`config.mk`:
```
export PLATFORM = sky130hd
export DESIGN_NAME = tdm_demux4
export DESIGN_NICKNAME = d
export VERILOG_FILES = /design/src/rtl/tdm_pkg.sv /design/src/rtl/tdm_slot_counter.sv /design/src/rtl/tdm_demux4.sv
export SDC_FILE = /design/constraint.sdc
export NUM_CORES = 1
export LEC_CHECK = 0
export ABC_AREA = 1
export BUFFER_PORTS_ARGS = -buffer_cell sky130_fd_sc_hd__buf_2
export CORE_UTILIZATION = 35
export DETAILED_ROUTE_END_ITERATION = 8
export MAX_ROUTING_LAYER = met4
export PLACE_DENSITY = 0.58
export SLEW_MARGIN = 0
export SYNTH_ARGS = -nofsm -noshare
export SYNTH_HDL_FRONTEND = slang
export SYNTH_SLANG_ARGS = --single-unit
export TNS_END_PERCENT = 50
```
`constraint.sdc`:
```
create_clock -name clk -period 2.2 [get_ports clk]
set_input_delay 0.22 -clock clk [delete_from_list [all_inputs] [get_ports clk]]
set_output_delay 0.22 -clock clk [all_outputs]
set_load 0.02 [all_outputs]
```
`src/rtl/tdm_pkg.sv`:
```
// tdm_pkg: shared types and constants for the 4-channel TDM receive path.
// Optional macro TDM_PARITY_EN adds a fifth (even parity) beat per frame.
package tdm_pkg;

    typedef enum logic {
        HUNT = 1'b0,
        RUN  = 1'b1
    } state_t;

    localparam int DEF_WIDTH = 4;
    localparam int NUM_SLOTS = 4;

`ifdef TDM_PARITY_EN
    localparam int LAST_SLOT = 4;
    localparam int SLOT_W    = 3;
`else
    localparam int LAST_SLOT = 3;
    localparam int SLOT_W    = 2;
`endif

    // Slots held in shadow before the closing beat arrives
    localparam int SHADOW_N = LAST_SLOT;

endpackage

```
`src/rtl/tdm_slot_counter.sv`:
```
// tdm_slot_counter: modulo-N slot index with beat enable and sync load-to-1.
// Modulus follows TDM_PARITY_EN through the package defaults.
module tdm_slot_counter
    import tdm_pkg::*;
#(
    parameter int N = LAST_SLOT + 1,
    parameter int W = SLOT_W
) (
    input  logic         clk,
    input  logic         rst,
    input  logic         en_i,
    input  logic         load_i,
    output logic [W-1:0] slot_o,
    output logic         wrap_o
);

    logic [W-1:0] slot_q;
    logic [W-1:0] slot_d;
    logic         last;

    assign last   = (slot_q == W'(N - 1));
    assign wrap_o = en_i && last;
    assign slot_o = slot_q;

    // Next slot: sync restarts at 1, a beat advances and wraps
    always_comb begin
        slot_d = slot_q;
        if (load_i) begin
            slot_d = W'(1);
        end else if (en_i) begin
            slot_d = last ? '0 : slot_q + W'(1);
        end
    end

    // Slot register
    always_ff @(posedge clk) begin
        if (rst) slot_q <= '0;
        else     slot_q <= slot_d;
    end

endmodule

```
`src/rtl/tdm_demux4.sv`:
```
// tdm_demux4: TDM receive demux, one slot per beat into four channels.
// Optional macro TDM_PARITY_EN adds a parity beat and the parity_err port.
module tdm_demux4
    import tdm_pkg::*;
#(
    parameter int WIDTH = DEF_WIDTH
) (
    input  logic              clk,
    input  logic              rst,
    input  logic [WIDTH-1:0]  in_data,
    input  logic              in_valid,
    input  logic              in_sync,
    output logic [WIDTH-1:0]  ch0,
    output logic [WIDTH-1:0]  ch1,
    output logic [WIDTH-1:0]  ch2,
    output logic [WIDTH-1:0]  ch3,
    output logic              out_valid,
    output logic              frame_abort,
`ifdef TDM_PARITY_EN
    output logic              parity_err,
`endif
    output logic [SLOT_W-1:0] slot
);

    state_t             state_q;
    state_t             state_d;
    logic [SLOT_W-1:0]  slot_w;
    logic               wrap;
    logic               load;
    logic               en;
    logic               abort_d;
    logic [WIDTH-1:0]   shadow_q [SHADOW_N];
    logic [WIDTH-1:0]   ch_q     [NUM_SLOTS];
    logic [WIDTH-1:0]   last_ch;
    logic               out_valid_q;
    logic               abort_q;

    tdm_slot_counter #(
        .N (LAST_SLOT + 1),
        .W (SLOT_W)
    ) u_cnt (
        .clk    (clk),
        .rst    (rst),
        .en_i   (en),
        .load_i (load),
        .slot_o (slot_w),
        .wrap_o (wrap)
    );

    // FSM state register
    always_ff @(posedge clk) begin
        if (rst) state_q <= HUNT;
        else     state_q <= state_d;
    end

    // Next state: sync aligns, an unsynced slot-0 beat loses alignment
    always_comb begin
        state_d = state_q;
        unique case (state_q)
            HUNT: if (in_valid && in_sync) state_d = RUN;
            RUN:  if (in_valid && !in_sync && slot_w == '0) state_d = HUNT;
            default: state_d = HUNT;
        endcase
    end

    // Beat decode: counter load/advance and abort detection
    always_comb begin
        load    = 1'b0;
        en      = 1'b0;
        abort_d = 1'b0;
        if (in_valid) begin
            unique case (state_q)
                HUNT: load = in_sync;
                RUN: begin
                    if (in_sync) begin
                        load    = 1'b1;
                        abort_d = (slot_w != '0);
                    end else if (slot_w == '0) begin
                        abort_d = 1'b1;
                    end else begin
                        en = 1'b1;
                    end
                end
                default: ;
            endcase
        end
    end

`ifdef TDM_PARITY_EN
    logic [WIDTH-1:0] par_acc;
    logic             perr_q;

    assign last_ch = shadow_q[NUM_SLOTS-1];

    // Even parity over the four data slots plus the parity beat
    always_comb begin
        par_acc = in_data;
        for (int i = 0; i < SHADOW_N; i++) par_acc = par_acc ^ shadow_q[i];
    end

    // Parity error pulse, aligned with out_valid
    always_ff @(posedge clk) begin
        if (rst) perr_q <= 1'b0;
        else     perr_q <= wrap && (par_acc != '0);
    end

    assign parity_err = perr_q;
`else
    assign last_ch = in_data;
`endif

    // Shadow capture, channel publish and status pulses
    always_ff @(posedge clk) begin
        if (rst) begin
            shadow_q    <= '{default: '0};
            ch_q        <= '{default: '0};
            out_valid_q <= 1'b0;
            abort_q     <= 1'b0;
        end else begin
            out_valid_q <= wrap;
            abort_q     <= abort_d;
            if (load) shadow_q[0] <= in_data;
            for (int i = 1; i < SHADOW_N; i++) begin
                if (en && slot_w == SLOT_W'(i)) shadow_q[i] <= in_data;
            end
            if (wrap) begin
                for (int i = 0; i < NUM_SLOTS - 1; i++) ch_q[i] <= shadow_q[i];
                ch_q[NUM_SLOTS-1] <= last_ch;
            end
        end
    end

    assign ch0         = ch_q[0];
    assign ch1         = ch_q[1];
    assign ch2         = ch_q[2];
    assign ch3         = ch_q[3];
    assign out_valid   = out_valid_q;
    assign frame_abort = abort_q;
    assign slot        = slot_w;

endmodule

```
==> results.toml <==
[clock_network]
h-tree-depth = 2
clk_pin_slew_ps = 70
cts_root_buffer = "clkbuf_8"
clockBufferDepth = 2
cts_hold_buffers = 0
cts_setup_buffers = 0
cts_made_buffers = 5
clock_latency_ps = 280
post_cts_resized = 0
numClockSinks = 33
tritoncts = "done"

[synth]
synth_nets = 211
synth_cell_types = 16
netlist_area_um2 = 1430
synth.avg_cell_area_um2 = 7.20
yosysWarnings = 0
syn_inst = 198
ys_seq_elements = 33
seq_area_frac_synth_pct = 46.4

[critical_path]
r2r-start = "u_cnt.slot_o[0]"
cp_slowest_cell = "dfxtp_1"
worstPathMaxFanout = 25
cpMostUsedCell = "inv_1"
slowest_delay_ps = 400
ff2ff_setup_slack_ps = 480
start_kind = "flip-flop"
r2r_cells = 10
crit_chain = "inv_1 > ha_1 > inv_1 > ha_1 > inv_1 > nor2_4 > buf_4 > nand3_1 > nand2_1 > nor2_1"
crit_type = "flip-flop to flip-flop"
end_kind = "flip-flop"
cp_data_required_time_ps = 2390
timing.rr.end = "ch3[0]"
cp.arrival_ps = 1910

[power_and_ir_drop]
power_frac_comb_pct = 5.4
switching_share_pct = 21.0
p_int_uw = 998
p_seq_share_pct = 48.3
p_switching_uw = 265
power_density_nw_per_um2 = 742
ir_drop_mv = 0.297
leakage_uw = 0.000767
clock_power_share_pct = 46.3

[detailed_routing]
antenna_left = 0
drc_errors = 0
drtPass1Iterations = 4
avgRoutedWirePerCell_um = 10.0
wl_um = 2760
vias_per_cell = 4.32
via_count = 1187
drt_iter0_markers = 45

[global_routing]
grt_max_degree = 26
grt.overflow.total = 0
grt_first_pass_wirelength_um = 4750
grt_usage_pct = 15.5
antenna_found_initial = 0
grt_pass1_vias = 1041

[die]
std_cell_rows = 22
die_x_um = 65.8
initial_core_util_pct = 37.8
ioPinCount = 28
dieArea_um2 = 4330
core_area_um2 = 3770
die_height_um = 65.8

[placement]
io_buffers = 27
routabilityCongestion = 0.789
dp_hpwl_um = 1890
place_inst = 267

[sta]
setup-violations-final = 0
skew_ps = 6.04
drv_slew = 0
layout_min_cycle_time_ps = 1720
rsz0062_at_grt = "false"
maxSlewHeadroom_pct = 63.1
fin_crit_sh_pct = 78.3
fmax_ghz = 0.580
worst_pin_slew_ps = 552
hold_viol = 0
finalSetupTns_ps = 0

[layout]
final_cell_mix = "nor2_1 (51), nand2_1 (34), dfxtp_1 (33)"
stdcell_count = 275
area_growth_pct = 19.4
num_antenna_cells = 0
num-fill-cells = 399
seq_area_um2 = 661
drive_above_1_share_pct = 18.1
multi_input_area_um2 = 613
fin_nets = 239
layout_commonest_cell = "nor2_1"

[worst_hold_path]
min_from = "rst"
hold_end = "state_q"
hp-class = "input port to flip-flop"
min_path_cells = 2

[status]
status = "completed"

[flow_run]
max-cap-violations = 0
cell type report:
type / instances / share of cell area (%)
repair buffers: 30 / 9.26
flip-flops and latches: 33 / 38.8
clock inverters: 1 / 1.76
clock buffers: 7 / 5.07
well taps: 48 / 3.53
inverters: 25 / 5.51
multi-input cells: 131 / 36.0
cell usage after synthesis (all sizes together):
cell / n / area [µm²]
nand3: 25 / 138
a21oi: 7 / 35.0
dfxtp: 33 / 661
o21ai: 5 / 25.0
buf: 6 / 46.3
nand2: 35 / 134
ha: 5 / 62.6
nor2: 53 / 214
inv: 25 / 93.8
clkbuf: 3 / 11.3
nor3: 1 / 5.00
worst max-delay path, delay by kind of cell (launching register included):
family | cells | cell delay, ps
simple gates | 4 | 330
fa+ha+maj | 2 | 410
flops | 1 | 400
buf+inv | 4 | 480
state kept, by name (all words and copies together), names as in the netlist:
signal        cells
state_q           1
ch2               4
shadow_q         12
u_cnt.slot_o      2
ch0               4
frame_abort       1
out_valid         1
ch1               4
ch3               4
through the flow:
stage | util (%) | power, µW | setup slack (ps) | hold WS (ps) | cell area, µm²
after floorplan | - | 670 | 503 | 289 | 1430
after global placement | 42.0 | 692 | 530 | 447 | 1590
after detailed placement | 42.0 | 692 | 467 | 449 | 1590
after CTS | 45.1 | 1280 | 460 | 144 | 1700
after global routing | 45.1 | 1330 | 235 | 149 | 1700
final | 45.1 | 1260 | 477 | 153 | 1700
routing by layer:
| layer | GRT usage [%] | vias up | share of wire, % |
|---|---|---|---|
| li1 | - | 658 | - |
| met1 | 17.8 | 505 | 48 |
| met2 | 23.3 | 17 | 45 |
| met3 | 5.69 | 7 | 3.9 |
| met4 | 8.15 | 0 | 2.2 |
| met5 | - | - | 0 |
worst max path at each step:
| stage | slack [ps] | from | endpoint |
|---|---|---|---|
| finish | 480 | u_cnt.slot_o[0] | ch3[0] |
| global route | 240 | u_cnt.slot_o[0] | ch1[2] |
| CTS | 460 | u_cnt.slot_o[0] | ch3[0] |
| detailed placement | 470 | u_cnt.slot_o[0] | ch3[0] |
| global placement | 530 | u_cnt.slot_o[0] | ch2[0] |
| floorplan | 500 | u_cnt.slot_o[0] | ch0[3] |
power groups by stage:
stage               Combinational (µW)  Sequential [µW]  Clock [µW]
CTS                               69.1              610         606
finish                            68.3              610         585
floorplan                         45.2              625           0
global placement                  68.7              623           0
detailed placement                68.8              623           0
global route                      78.6              610         639
logic make-up (layout without fill, tap and decap cells):
logic type / count (synthesis) / in the layout / share of synthesized area (%)
adders and majority gates: 5 / 5 / 4.39
buffers and inverters: 34 / 63 / 10.6
and+or+nand+nor: 114 / 114 / 34.4
AOI/OAI and AO/OA: 12 / 12 / 4.21
DFF: 33 / 33 / 46.4
(Power assumes the default switching activity.)
